File: src/rtl/cpu_sequencer_if.sv
// Instruction-memory fetch channel between the sequencer (master) and imem (slave).
interface cpu_sequencer_if #(
  parameter int PC_W = 8
) ();
  logic            req;
  logic [PC_W-1:0] addr;
  logic            ack;
  logic [15:0]     rdata;

  modport master (output req, output addr, input ack, input rdata);
  modport slave  (input req, input addr, output ack, output rdata);
endinterface

File: src/rtl/cpu_sequencer.sv
// Multi-cycle control FSM for the 16-bit datapath: owns PC/IR, fetches over
// req/ack, gates register-file and data-RAM write enables, resolves branches.
module cpu_sequencer #(
  parameter int PC_W  = 8,
  parameter int CNT_W = 16
) (
  input  logic             clk,
  input  logic             rst_n,
  input  logic             run,
  cpu_sequencer_if.master  imem,
  output logic [15:0]      inst,
  input  logic             ld_in,
  input  logic             mw_in,
  input  logic             alu_zero,
  input  logic             alu_neg,
  output logic             rf_we,
  output logic             dmem_we,
  output logic [PC_W-1:0]  pc,
  output logic             halted,
  output logic [2:0]       state_o,
  output logic [CNT_W-1:0] retired
);

  localparam logic [2:0] ST_IDLE   = 3'd0;
  localparam logic [2:0] ST_FETCH  = 3'd1;
  localparam logic [2:0] ST_DECODE = 3'd2;
  localparam logic [2:0] ST_EXEC   = 3'd3;
  localparam logic [2:0] ST_MEM    = 3'd4;
  localparam logic [2:0] ST_WB     = 3'd5;
  localparam logic [2:0] ST_HALTED = 3'd6;

  localparam logic [3:0] OP_HALT = 4'b0001;
  localparam logic [3:0] OP_LB   = 4'b0010;
  localparam logic [3:0] OP_SB   = 4'b0100;

  localparam logic [PC_W-1:0]  PC_ONE  = {{(PC_W-1){1'b0}}, 1'b1};
  localparam logic [CNT_W-1:0] CNT_ONE = {{(CNT_W-1){1'b0}}, 1'b1};

  logic [2:0]       state_r, state_nx_s;
  logic [PC_W-1:0]  pc_r, pc_nx_s;
  logic [15:0]      inst_r, inst_nx_s;
  logic [CNT_W-1:0] retired_r, retired_nx_s;
  logic [3:0]       opcode_s;

  // Branch offset: 6-bit immediate sign-extended to the PC width
  function automatic logic [PC_W-1:0] imm_sext(input logic [15:0] ir);
    return {{(PC_W-6){ir[5]}}, ir[5:0]};
  endfunction

  // Low two opcode bits pick BEQ / BNE / BGEZ / BLTZ
  function automatic logic branch_taken(input logic [1:0] cond, input logic zero, input logic neg);
    logic taken;
    case (cond)
      2'b00:   taken = zero;
      2'b01:   taken = ~zero;
      2'b10:   taken = ~neg;
      2'b11:   taken = neg;
      default: taken = 1'b0;
    endcase
    return taken;
  endfunction

  assign opcode_s = inst_r[15:12];

  // Next-state, PC, IR and retire-count computation
  always_comb begin
    state_nx_s   = state_r;
    pc_nx_s      = pc_r;
    inst_nx_s    = inst_r;
    retired_nx_s = retired_r;
    case (state_r)
      ST_IDLE: begin
        if (run) state_nx_s = ST_FETCH;
        else     state_nx_s = ST_IDLE;
      end
      ST_FETCH: begin
        if (imem.ack) begin
          inst_nx_s  = imem.rdata;
          state_nx_s = ST_DECODE;
        end else begin
          state_nx_s = ST_FETCH;
        end
      end
      ST_DECODE: begin
        if (opcode_s == OP_HALT) state_nx_s = ST_HALTED;
        else                     state_nx_s = ST_EXEC;
      end
      ST_EXEC: begin
        if (opcode_s[3:2] == 2'b10) begin
          if (branch_taken(opcode_s[1:0], alu_zero, alu_neg))
            pc_nx_s = pc_r + PC_ONE + imm_sext(inst_r);
          else
            pc_nx_s = pc_r + PC_ONE;
          retired_nx_s = retired_r + CNT_ONE;
          state_nx_s   = ST_FETCH;
        end else if ((opcode_s == OP_LB) || (opcode_s == OP_SB)) begin
          state_nx_s = ST_MEM;
        end else begin
          state_nx_s = ST_WB;
        end
      end
      ST_MEM: begin
        // Stores retire here; loads still need the register write-back
        if (opcode_s == OP_SB) begin
          pc_nx_s      = pc_r + PC_ONE;
          retired_nx_s = retired_r + CNT_ONE;
          state_nx_s   = ST_FETCH;
        end else begin
          state_nx_s = ST_WB;
        end
      end
      ST_WB: begin
        pc_nx_s      = pc_r + PC_ONE;
        retired_nx_s = retired_r + CNT_ONE;
        state_nx_s   = ST_FETCH;
      end
      ST_HALTED: begin
        state_nx_s = ST_HALTED;
      end
      default: begin
        state_nx_s = ST_IDLE;
      end
    endcase
  end

  // Sequencer state registers
  always_ff @(posedge clk or negedge rst_n) begin
    if (!rst_n) begin
      state_r   <= ST_IDLE;
      pc_r      <= {PC_W{1'b0}};
      inst_r    <= 16'h0000;
      retired_r <= {CNT_W{1'b0}};
    end else begin
      state_r   <= state_nx_s;
      pc_r      <= pc_nx_s;
      inst_r    <= inst_nx_s;
      retired_r <= retired_nx_s;
    end
  end

  // Write enables pass the decoder request only in their own phase
  always_comb begin
    if (state_r == ST_WB) rf_we = ld_in;
    else                  rf_we = 1'b0;
    if (state_r == ST_MEM) dmem_we = mw_in;
    else                   dmem_we = 1'b0;
  end

  assign imem.req  = (state_r == ST_FETCH);
  assign imem.addr = pc_r;
  assign inst      = inst_r;
  assign pc        = pc_r;
  assign halted    = (state_r == ST_HALTED);
  assign state_o   = state_r;
  assign retired   = retired_r;

endmodule

File: src/flat_wrapper.sv
// flat-port wrapper written by rule: the top's interface ports become plain ports
module cpu_sequencer_flat 
#(
  parameter int PC_W  = 8,
  parameter int CNT_W = 16
)
  (clk, rst_n, run, inst, ld_in, mw_in, alu_zero, alu_neg, rf_we, dmem_we, pc, halted, state_o, retired, imem_req, imem_addr, imem_ack, imem_rdata);
  cpu_sequencer_if #(.PC_W(PC_W)) imem_i ();
  input  logic clk;
  input  logic rst_n;
  input  logic run;
  output logic [15:0] inst;
  input  logic ld_in;
  input  logic mw_in;
  input  logic alu_zero;
  input  logic alu_neg;
  output logic rf_we;
  output logic dmem_we;
  output logic [PC_W-1:0] pc;
  output logic halted;
  output logic [2:0] state_o;
  output logic [CNT_W-1:0] retired;
  output wire logic [$bits(imem_i.req)-1:0] imem_req;
  output wire logic [$bits(imem_i.addr)-1:0] imem_addr;
  input wire logic [$bits(imem_i.ack)-1:0] imem_ack;
  input wire logic [$bits(imem_i.rdata)-1:0] imem_rdata;
  assign imem_req = imem_i.req;
  assign imem_addr = imem_i.addr;
  assign imem_i.ack = imem_ack;
  assign imem_i.rdata = imem_rdata;
  cpu_sequencer #(.PC_W(PC_W), .CNT_W(CNT_W)) u_core (.clk(clk), .rst_n(rst_n), .run(run), .imem(imem_i), .inst(inst), .ld_in(ld_in), .mw_in(mw_in), .alu_zero(alu_zero), .alu_neg(alu_neg), .rf_we(rf_we), .dmem_we(dmem_we), .pc(pc), .halted(halted), .state_o(state_o), .retired(retired));
endmodule
File: config.mk
export PLATFORM = sky130hd
export DESIGN_NAME = cpu_sequencer_flat
export DESIGN_NICKNAME = d
export VERILOG_FILES = /design/src/rtl/cpu_sequencer_if.sv /design/src/rtl/cpu_sequencer.sv /design/src/flat_wrapper.sv
export SDC_FILE = /design/constraint.sdc
export NUM_CORES = 1
export LEC_CHECK = 0
export ABC_AREA = 1
export CORE_ASPECT_RATIO = 0.6
export CORE_MARGIN = 5
export CORE_UTILIZATION = 40
export DETAILED_ROUTE_END_ITERATION = 6
export PLACE_DENSITY = 0.73
export SLEW_MARGIN = 10
export SYNTH_ARGS = -nofsm -noshare
export SYNTH_HDL_FRONTEND = slang
export SYNTH_SLANG_ARGS = --single-unit
File: constraint.sdc
create_clock -name clk -period 2.1 [get_ports clk]
set_input_delay 0.63 -clock clk [delete_from_list [all_inputs] [get_ports clk]]
set_output_delay 0.63 -clock clk [all_outputs]
set_load 0.1 [all_outputs]
**Word level (Yosys, flattened, before mapping)**

Index checks and enable logic that the tools add are counted.

- Register bits after elaboration: 43
- Input bits: 24
- Word-level logic and storage cells: 49

- Add/subtract/negate cells: 3
- Equal/unequal tests: 15
- Muxes and demuxes: 19
- Bitwise logic cells: 2
- Reductions and logical operators: 6

Operators by type and width:

| operator | number |
|---|---|
| $pmux W16 S3 | 1 |
| $mux W16 | 2 |
| $mux W8 | 3 |
| $pmux W8 S3 | 1 |
| $pmux W3 S7 | 1 |
| $add A16 B1 Y16 const B | 1 |
| $eq A3 B3 Y1 const B | 3 |
| $mux W3 | 3 |
| $add A8 B1 Y8 const B | 1 |
| $add A8 B8 Y8 | 1 |
| $eq A2 B2 Y1 const B | 3 |
| $eq A3 B2 Y1 const B | 2 |
| $mux W1 | 6 |
| $eq A4 B1 Y1 const B | 1 |
| $eq A4 B2 Y1 const B | 1 |
| $eq A4 B3 Y1 const B | 1 |
| $ne A2 B1 Y1 const B | 2 |
| $pmux W1 S4 | 1 |
| $eq A3 B1 Y1 const B | 1 |
| $logic_not A3 Y1 | 1 |
| $reduce_and A3 Y1 | 1 |
| $reduce_bool A3 Y1 | 1 |
| $eq A2 B1 Y1 const B | 1 |
| $logic_not A2 Y1 | 1 |
| 4 further kinds | 5 |

**Longest topological paths before layout**

Gate-level depths: netlist of the first run.

- Depth in word-level cells: 7
- Mapped depth: 14

**Worst setup path before layout of the first run**

Ideal clock, no wire load.

- Kind: register to output
- From: register u_core.state_r[0] (netlist: u_core.state_o[0])
- To: output port rf_we
- Data arrival time: 4.067 ns
- Required time: 1.470 ns
- Slack: -2.597 ns
- Cell stages (with the launch flop): 3
- Buffers on the path: 0
- Path through: dfrtp_1 -> inv_1 -> nor4_1

- Cells in the longest elaborated chain, start to end: 2

RTL lines:

| what | line | source |
|---|---|---|
| start, declared | cpu_sequencer.sv:39 | `logic [2:0] state_r, state_nx_s;` |
| start signal, assigned | cpu_sequencer.sv:134 | `state_r <= state_nx_s;` |
| $eq A3 B3 Y1 | cpu_sequencer.sv:143 | `if (state_r == ST_WB) rf_we = ld_in;` |
| $mux W1 | cpu_sequencer.sv:143 |  |
| end, declared | flat_wrapper.sv:17 | `output logic rf_we;` |

No other way between the ends.

**Worst setup path in the final report of the first run**

- From: register u_core.pc_r[0] (netlist: u_core.imem.addr[0])
- To: register u_core.pc_r[5] (netlist: u_core.imem.addr[5])

- Cells in the longest elaborated chain, start to end: 5
- Elaborated cells on any way between the ends: 6
- Those cells by class: add/sub: 2; mux: 4

RTL lines:

| what | line | source |
|---|---|---|
| start, declared | cpu_sequencer.sv:40 | `logic [PC_W-1:0] pc_r, pc_nx_s;` |
| start signal, assigned | cpu_sequencer.sv:130 | `pc_r <= {PC_W{1'b0}};` |
| start signal, assigned | cpu_sequencer.sv:135 | `pc_r <= pc_nx_s;` |
| $add A8 B1 Y8 (*) | - |  |
| $add A8 B8 Y8 | cpu_sequencer.sv:91 | `pc_nx_s = pc_r + PC_ONE + imm_sext(inst_r);` |
| $mux W8 | cpu_sequencer.sv:90 | `if (branch_taken(opcode_s[1:0], alu_zero, alu_neg))` |
| $mux W8 | cpu_sequencer.sv:89 | `if (opcode_s[3:2] == 2'b10) begin` |
| $pmux W8 S3 (*) | cpu_sequencer.sv:71 | `case (state_r)` |

Mark *: on every way between the ends. The rest lies on a longest branch, timed or not. The select of a mux whose other input is x is not followed.
A chain may end at the register's enable or synchronous reset.

==> results.yml, run 1 <==
outcome:
  status: "complete, but fails checks"
  violations: "setup timing"
logic_synthesis:
  synth_warnings: 0
  synthDominantCellAreaShare_pct: 41.2
  yosysMostFrequentCell: "nand2_1"
  synth_area_leaders: "dfrtp_1, nand2_1, xor2_1"
  syn_avg_cell_area_um2: 8.44
  netlist_area_um2: 2610
  ys_ff_latch: 43
  ys.flop_type: "dfrtp_1"
  synthTopCellsByCount: "nand2_1, dfrtp_1, inv_1, nor2_1"
  synth_top_cell_by_area: "dfrtp_1"
  synth-edff-count: 0
  yosys.cell_types.count: 38
  syn_nets: 344
  async_reset_ff_share_pct: 100
  ys_seq_area_share_pct: 41.2
  synth_cells: 309
run:
  cap_violations: 0
clocking:
  clk_pin_slew_ps: 90
  clockRootBuffer: "clkbuf_8"
  numCtsBuffers: 5
  htree_levels: 2
  cts_buffer_depth: 2
  clkLatencyLatePin_ps: 300
  cts_tree: "built"
  numClockSinks: 43
global_route:
  grt_usage_pct: 18.2
  antenna_found_initial: 0
  grt_pass1_vias: 2412
  grt_first_pass_wirelength_um: 12000
  overflow: 0
  grt_max_degree: 44
finish:
  nFillCells: 429
  multi_input_area_um2: 1570
  final_area_um2: 4490
  n_antenna_cell: 0
  seqCellArea_um2: 1110
  fin_nets: 437
  areaGrowthSynthToFinish_pct: 72.3
  layout-drive-gt1-share_pct: 39.7
detailed_routing:
  dr.pass1.iters: 4
  ant_nets: 0
  vias: 2505
  drc: 0
  routed_wl_um: 7670
  post_drt_wl_per_cell_um: 15.7
  dr.first_iter.drc_count: 262
  viasPerCell: 5.14
sta:
  min_period_over_period_pct: 101
  hold_viol_final: 0
  min_period_ps: 2120
  setup_viol: 1
  drv_slew: 0
  clock.fmax_mhz: 471
  clock_skew_ps: 11.1
  slew_headroom_pct: 62.2
  worst_slew_pin_slew_ps: 566
  timing.final.ws_setup_ps: -23.7
  rsz0062_at_grt: "true"
placed_design:
  pre_cts_slack_ps: -147
  place_area_um2: 4180
  portBuffers: 78
  post-dp-hpwl_um: 5570
  finalWeightedCongestion: 0.879
worst_setup_path:
  cp.arrival_ps: 2310
  path_class: "register to register"
  endpoint_kind: "register"
  critPathLaunchType: "register"
  rrSetupSlack_ps: -20
  crit_required_ps: 2290
  cp_max_fo: 4
floorplan:
  die_y_um: 72.6
  coreArea_um2: 6220
  start_util_pct: 41.9
  rows: 22
  die_area_um2: 8290
  dieWidth_um: 114
  pin_count: 79
hold_path:
  hp-class: "primary input to asynchronous set/reset pin"
-- state kept, by name, summed over array words and instances, names as in the netlist --
register          flops
u_core.imem.addr      8
u_core.inst          16
u_core.retired       16
u_core.state_o        3
-- final cells by class --
cell class	count	share of cell area (%)
clock buffer	7	1.92
clock inverter	1	0.111
inverter	33	2.92
multi-input combinational	219	34.9
sequential	43	24.7
tap	84	2.34
timing repair buffer	100	33.2
-- metal layers --
| metal | vias to the layer above | GRT usage, % | share of wire [%] |
|---|---|---|---|
| met5 | - | 0 | 0 |
| met4 | 0 | 3.95 | 0.70 |
| met3 | 5 | 5.58 | 8.8 |
| met2 | 104 | 27.3 | 46 |
| met1 | 1201 | 26.0 | 44 |
| li1 | 1195 | - | - |
-- placed cells by master (no fill, tap or decap), types with 2 or more instances in the layout --
| cell | instances |
|---|---|
| buf_12 | 55 |
| nand2_1 | 54 |
| dfrtp_1 | 32 |
| inv_1 | 25 |
| buf_4 | 22 |
| clkdlybuf4s50_1 | 21 |
| nor2_1 | 20 |
| nand3_1 | 15 |
| xor2_1 | 14 |
| a21oi_1 | 13 |
| o21ai_0 | 12 |
| mux2_2 | 11 |
| dfrtp_4 | 8 |
| nand2_2 | 7 |
| o21ai_1 | 6 |
| ha_4 | 6 |
| clkbuf_8 | 6 |
| inv_2 | 5 |
| nand4_1 | 5 |
| nor3_1 | 5 |
| nor2_4 | 4 |
| nor3_4 | 4 |
| a21oi_2 | 4 |
| ha_1 | 4 |
| nor2_2 | 3 |
| nand2_4 | 3 |
| inv_4 | 3 |
| nand3_2 | 3 |
| xnor2_1 | 3 |
| dfrtp_2 | 3 |
| nor4_1 | 2 |
| o21ai_2 | 2 |
| o22ai_1 | 2 |
| nand3b_1 | 2 |
-- worst max-delay path, cell delays in order (launching register included) --
cell	delay [ps]
dfrtp_4	520
ha_4	190
nand2_4	80
o21bai_1	70
o21ai_1	110
inv_2	90
ha_4	260
nand2_2	70
nand2_2	60
o21bai_4	170
xor2_1	150
o21ai_1	170
nand2_1	60
-- repair_timing --
| action | CTS | global route |
|---|---|---|
| hold buffers | 0 | 0 |
| setup buffers | 2 | 5 |
| setup endpoints to repair | 4 | 5 |
| pin swaps | 4 | 14 |
| resized for setup | 8 | 30 |
-- cells by family after synthesis --
family | synth area share, %
simple gates | 23.8
xor+xnor | 6.38
flops | 41.2
buf+inv | 8.63
mux | 5.18
fa+ha+maj | 5.56
compound gates | 9.21
-- path summary, 6_finish.rpt --
| kind | startpoint | to | cells after the start |
|---|---|---|---|
| worst min-delay path | rst_n | u_core.inst[14] | 2 |
| max in group asynchronous | rst_n | u_core.state_o[1] | 2 |
| min in group clk | u_core.inst[8] | u_core.inst[8] | 1 |
| worst min register to register | u_core.inst[8] | u_core.inst[8] | 1 |
| worst max register to register | u_core.imem.addr[0] | u_core.imem.addr[5] | 12 |
| worst max-delay path | u_core.imem.addr[0] | u_core.imem.addr[5] | 12 |
-- per-stage QoR --
step | hold slack [ps] | setup TNS, ps | utilization [%] | std cells
after floorplan | 334 | -3210 | - | 309
after global placement | 553 | -136 | 67.2 | 472
after detailed placement | 560 | -199 | 67.2 | 472
after CTS | 420 | 0 | 69.2 | 482
after global routing | 450 | -308 | 72.2 | 487
final | 397 | -23.7 | 72.2 | 487
Power of run 1 is left out: the tool's default activity adds up to more than one toggle a clock period on the data nets, which glitch-free logic cannot reach.
==> run 2: changes to the inputs <==
--- a/config.mk
+++ b/config.mk
@@ -6,11 +6,15 @@
 export NUM_CORES = 1
 export LEC_CHECK = 0
 export ABC_AREA = 1
+export ABC_CLOCK_PERIOD_IN_PS = 2100
+export CELL_PAD_IN_SITES_DETAIL_PLACEMENT = 1
+export CELL_PAD_IN_SITES_GLOBAL_PLACEMENT = 1
 export CORE_ASPECT_RATIO = 0.6
 export CORE_MARGIN = 5
-export CORE_UTILIZATION = 40
+export CORE_UTILIZATION = 31
 export DETAILED_ROUTE_END_ITERATION = 6
-export PLACE_DENSITY = 0.73
+export PLACE_DENSITY_LB_ADDON = 0.1
+export REMOVE_ABC_BUFFERS = 1
 export SLEW_MARGIN = 10
 export SYNTH_ARGS = -nofsm -noshare
 export SYNTH_HDL_FRONTEND = slang
==> results.yml, run 2 (synthesized netlist as in run 1, its figures left out) <==
outcome:
  status: "complete, but fails checks"
  violations: "setup timing"
floorplan:
  pin_count: 79
  rows: 25
  coreArea_um2: 8040
  dieWidth_um: 128
  die_area_um2: 10400
  start_util_pct: 32.5
  die_y_um: 81.1
placed_design:
  place_area_um2: 4200
  post-dp-hpwl_um: 6840
  portBuffers: 78
  finalWeightedCongestion: 0.858
clocking:
  ctsHoldBuffers: 0
  clkLatencyLatePin_ps: 290
  numClockSinks: 43
  clk_pin_slew_ps: 60
  numCtsBuffers: 5
  htree_levels: 2
  cts_tree: "built"
  clockRootBuffer: "clkbuf_16"
  cts_buffer_depth: 2
detailed_routing:
  dr.pass1.iters: 4
  ant_nets: 0
  viasPerCell: 4.85
  routed_wl_um: 9440
  post_drt_wl_per_cell_um: 17.9
  dr.first_iter.drc_count: 139
  vias: 2549
  drc: 0
global_route:
  grt_pass1_vias: 2796
  overflow: 0
  antenna_found_initial: 0
  grt_max_degree: 22
  grt_first_pass_wirelength_um: 14800
  grt_usage_pct: 18.2
sta:
  worst_slew_pin_slew_ps: 416
  rsz0062_at_grt: "true"
  min_period_over_period_pct: 101
  timing.final.ws_setup_ps: -25.2
  hold_viol_final: 0
  min_period_ps: 2130
  clock_skew_ps: 5.49
  slew_headroom_pct: 72.3
  drv_slew: 0
  clock.fmax_mhz: 471
  setup_viol: 1
worst_setup_path:
  path_class: "register to register"
  critPathLaunchType: "register"
  rrSetupSlack_ps: -30
  endpoint_kind: "register"
  cp.arrival_ps: 2350
  cp_max_fo: 4
  crit_required_ps: 2320
finish:
  layout-drive-gt1-share_pct: 40.2
  finish.utilization_pct: 58.8
  nFillCells: 843
  layout_common_cells: "buf_12, nand2_1, dfrtp_1"
  final_area_um2: 4730
  fin_nets: 452
  n_antenna_cell: 0
  areaGrowthSynthToFinish_pct: 81.3
  mostFrequentLayoutCell: "buf_12"
hold_path:
  hp-class: "primary input to asynchronous set/reset pin"
run:
  cap_violations: 0
## run 2: cell types whose count changed in the layout (fill, tap and decap cells not counted), moves of 2 or more
cell,before,now
buf_12,55,57
buf_4,22,34
bufinv_16,0,2
clkbuf_16,0,5
clkbuf_8,6,0
dfrtp_1,32,39
dfrtp_4,8,0
inv_4,3,1
## run 2: worst max-delay path, stage by stage (launching register included)
cell and delay (ps):
dfrtp_2 470, ha_4 210, nand2_4 90, nor2_2 40, a21oi_1 150, a21oi_2 80, ha_4 290, nand2_2 60
inv_2 70, nand3_2 70, o21ai_2 180, inv_1 80, nand2_1 70, nand3_1 80, a21oi_2 120
## run 2: path summary, 6_finish.rpt
path                       cells past startpoint                   to           startpoint
max reg2reg                                   14  u_core.imem.addr[7]  u_core.imem.addr[0]
max                                           14  u_core.imem.addr[7]  u_core.imem.addr[0]
max in group asynchronous                      2  u_core.imem.addr[1]                rst_n
min in group clk                               1      u_core.inst[11]      u_core.inst[11]
min                                            1  u_core.imem.addr[7]                rst_n
min reg2reg                                    1      u_core.inst[11]      u_core.inst[11]
## run 2: layout make-up
cell class | instances | area (um2) | area share [%]
tap | 108 | 135 | 2.86
timing repair buffer | 115 | 1630 | 34.5
clock inverter | 2 | 60.1 | 1.27
inverter | 33 | 126 | 2.67
multi-input combinational | 219 | 1570 | 33.1
sequential | 43 | 1080 | 22.9
clock buffer | 6 | 129 | 2.72
## run 2: through the flow
step                      hold WS [ps]  instances  setup WS [ps]  setup TNS [ps]
after global placement             539        509           -153            -444
after global routing               279        526           -132            -222
after CTS                          265        522           2.69               0
final                              265        526          -25.2           -25.2
after floorplan                    334        295          -2600          -46490
after detailed placement           551        509           -213            -806
## run 2: layer usage
metal  vias up  global-route usage (%)  routed length (um)
met1      1235                    23.7                4260
met2        80                    29.3                4360
met4         0                    3.81                  64
met5         -                       0                   0
met3         7                    6.57                 752
li1       1227                       -                   -
## run 2: repair_timing
action | 4_1_cts | 5_1_grt
pin swaps | 17 | 21
cloned | 0 | 0
setup endpoints to repair | 8 | 9
gates resized for setup | 25 | 43
endpoints found under the hold margin | 0 | 0
setup buffers | 6 | 4
Power of run 2 is left out for the same reason.
==> edit (config.mk and constraints of run 1) <==
`CNT_W` is set to 16 in 2 places; all go to 12.
--- a/src/rtl/cpu_sequencer.sv
+++ b/src/rtl/cpu_sequencer.sv
@@ -2,7 +2,7 @@
 // req/ack, gates register-file and data-RAM write enables, resolves branches.
 module cpu_sequencer #(
   parameter int PC_W  = 8,
-  parameter int CNT_W = 16
+  parameter int CNT_W = 12
 ) (
   input  logic             clk,
   input  logic             rst_n,
--- a/src/flat_wrapper.sv
+++ b/src/flat_wrapper.sv
@@ -2,7 +2,7 @@
 module cpu_sequencer_flat 
 #(
   parameter int PC_W  = 8,
-  parameter int CNT_W = 16
+  parameter int CNT_W = 12
 )
   (clk, rst_n, run, inst, ld_in, mw_in, alu_zero, alu_neg, rf_we, dmem_we, pc, halted, state_o, retired, imem_req, imem_addr, imem_ack, imem_rdata);
   cpu_sequencer_if #(.PC_W(PC_W)) imem_i ();
Ports: changed (resized retired); port bits go from 79 to 75. The function was not compared with the original's and may differ.
==> edit against run 1 <==
  * Design area shrank 10%
  * Clock skew shrank 0.0033 ns
  * Setup slack lost 0.068 ns
  * Routed wire length shrank 18%
  * Synthesized area shrank 12%
  * Utilization grew 0.33 points
  * Cell count shrank 9.7%
  * Critical path depth grew 4
  * Sequential cell count shrank 4
  * Critical endpoint is now u_core.imem.addr[7]
  * Sequential share of layout area grew 0.19 points
  * The flow still finishes with violations (setup timing)
Power is left out: the tool's default activity adds up to more than one toggle a clock period on the data nets, which glitch-free logic cannot reach.
==> edit: results (changes against run 1) <==
outcome finished, violations left (unchanged); failing checks setup timing (unchanged); nets 394 (was 437); largest net degree at the start of global routing 26 (was 44); Cell Area, Placed 3790 µm² (was 4180 µm²); Worst Setup EP u_core.imem.addr[7] (was u_core.imem.addr[5]); # setup viols final 3 (was 1); share of cells above drive strength 1 0.358 (was 0.397); met3 usage 0.0549 (was 0.0558); HPWL reported at the end of detailed placement 4730 µm (was 5570 µm); first-pass GRT wire length 10100 µm (was 12000 µm); setup slack after layout -0.0919 ns (was -0.0237 ns); Tot GR Track Use 0.175 (was 0.182); dpl cells 426 (was 472); register area share after synthesis 0.426 (was 0.412); Arr. time, crit path 2.42 ns (was 2.31 ns); IO buf count 74 (was 78); top cells by count, synth 66 x nand2_1, 39 x dfrtp_1, 25 x nor2_1, 21 x inv_1, 16 x a21oi_1 (was 63 x nand2_1, 43 x dfrtp_1, 32 x inv_1, 25 x nor2_1); post-route non-filler standard cell count 440 (was 487); M1 wire length 2870 µm (was 3410 µm); GPL Wtd Cong 0.867 (was 0.879); hold slack 0.314 ns (was 0.397 ns); Worst Reg-to-Reg Cells 16 (was 12); Vias 2135 (was 2505); vias in the first global route 2096 (was 2412); DRT Wirelength 6290 µm (was 7670 µm); Placement Setup Slack -0.0671 ns (was -0.147 ns); met1 Usage GRT 0.234 (was 0.260); Yosys cell types 27 (was 38); post-synthesis net count 306 (was 344); R2R setup slack -0.09 ns (was -0.02 ns); met2 WL 2920 µm (was 3530 µm); Post-Syn Instances 271 (was 309); Setup TNS -0.137 ns (was -0.0237 ns); GR Layer Usage met2 0.274 (was 0.273); Reg-to-Reg Start u_core.imem.addr[1] (was u_core.imem.addr[0])
-- edit: cell count changes after synthesis, moves of 3 or more --
cell	change
xor2_1	-5
mux2_1	+12
dfrtp_1	-4
xnor2_1	+5
o21ai_0	-14
o21ai_1	+11
nand2_1	+3
nand3_1	-5
inv_2	+4
nor3_1	-4
mux2_2	-11
inv_1	-11
-- edit: cell families (layout without fill, tap and decap cells) --
group / after synthesis / after routing / share of synthesized area
adder cells (fa/ha/maj): 11 / 11 / 0.0633
flip-flops: 39 / 39 / 0.426
AND/OR/NAND/NOR: 116 / 116 / 0.217
multiplexers: 13 / 13 / 0.0639
AO/OA/AOI/OAI: 34 / 34 / 0.0770
buffers and inverters: 39 / 128 / 0.0802
XOR/XNOR: 19 / 19 / 0.0726
-- edit: final cells by class --
cell class | instances | area [µm²]
sequential | 39 | 1010
tap | 80 | 100
clock buffer | 5 | 68.8
multi-input combinational | 193 | 1310
timing repair buffer | 93 | 1400
inverter | 27 | 106
clock inverter | 3 | 47.5
fill | 390 | 1530
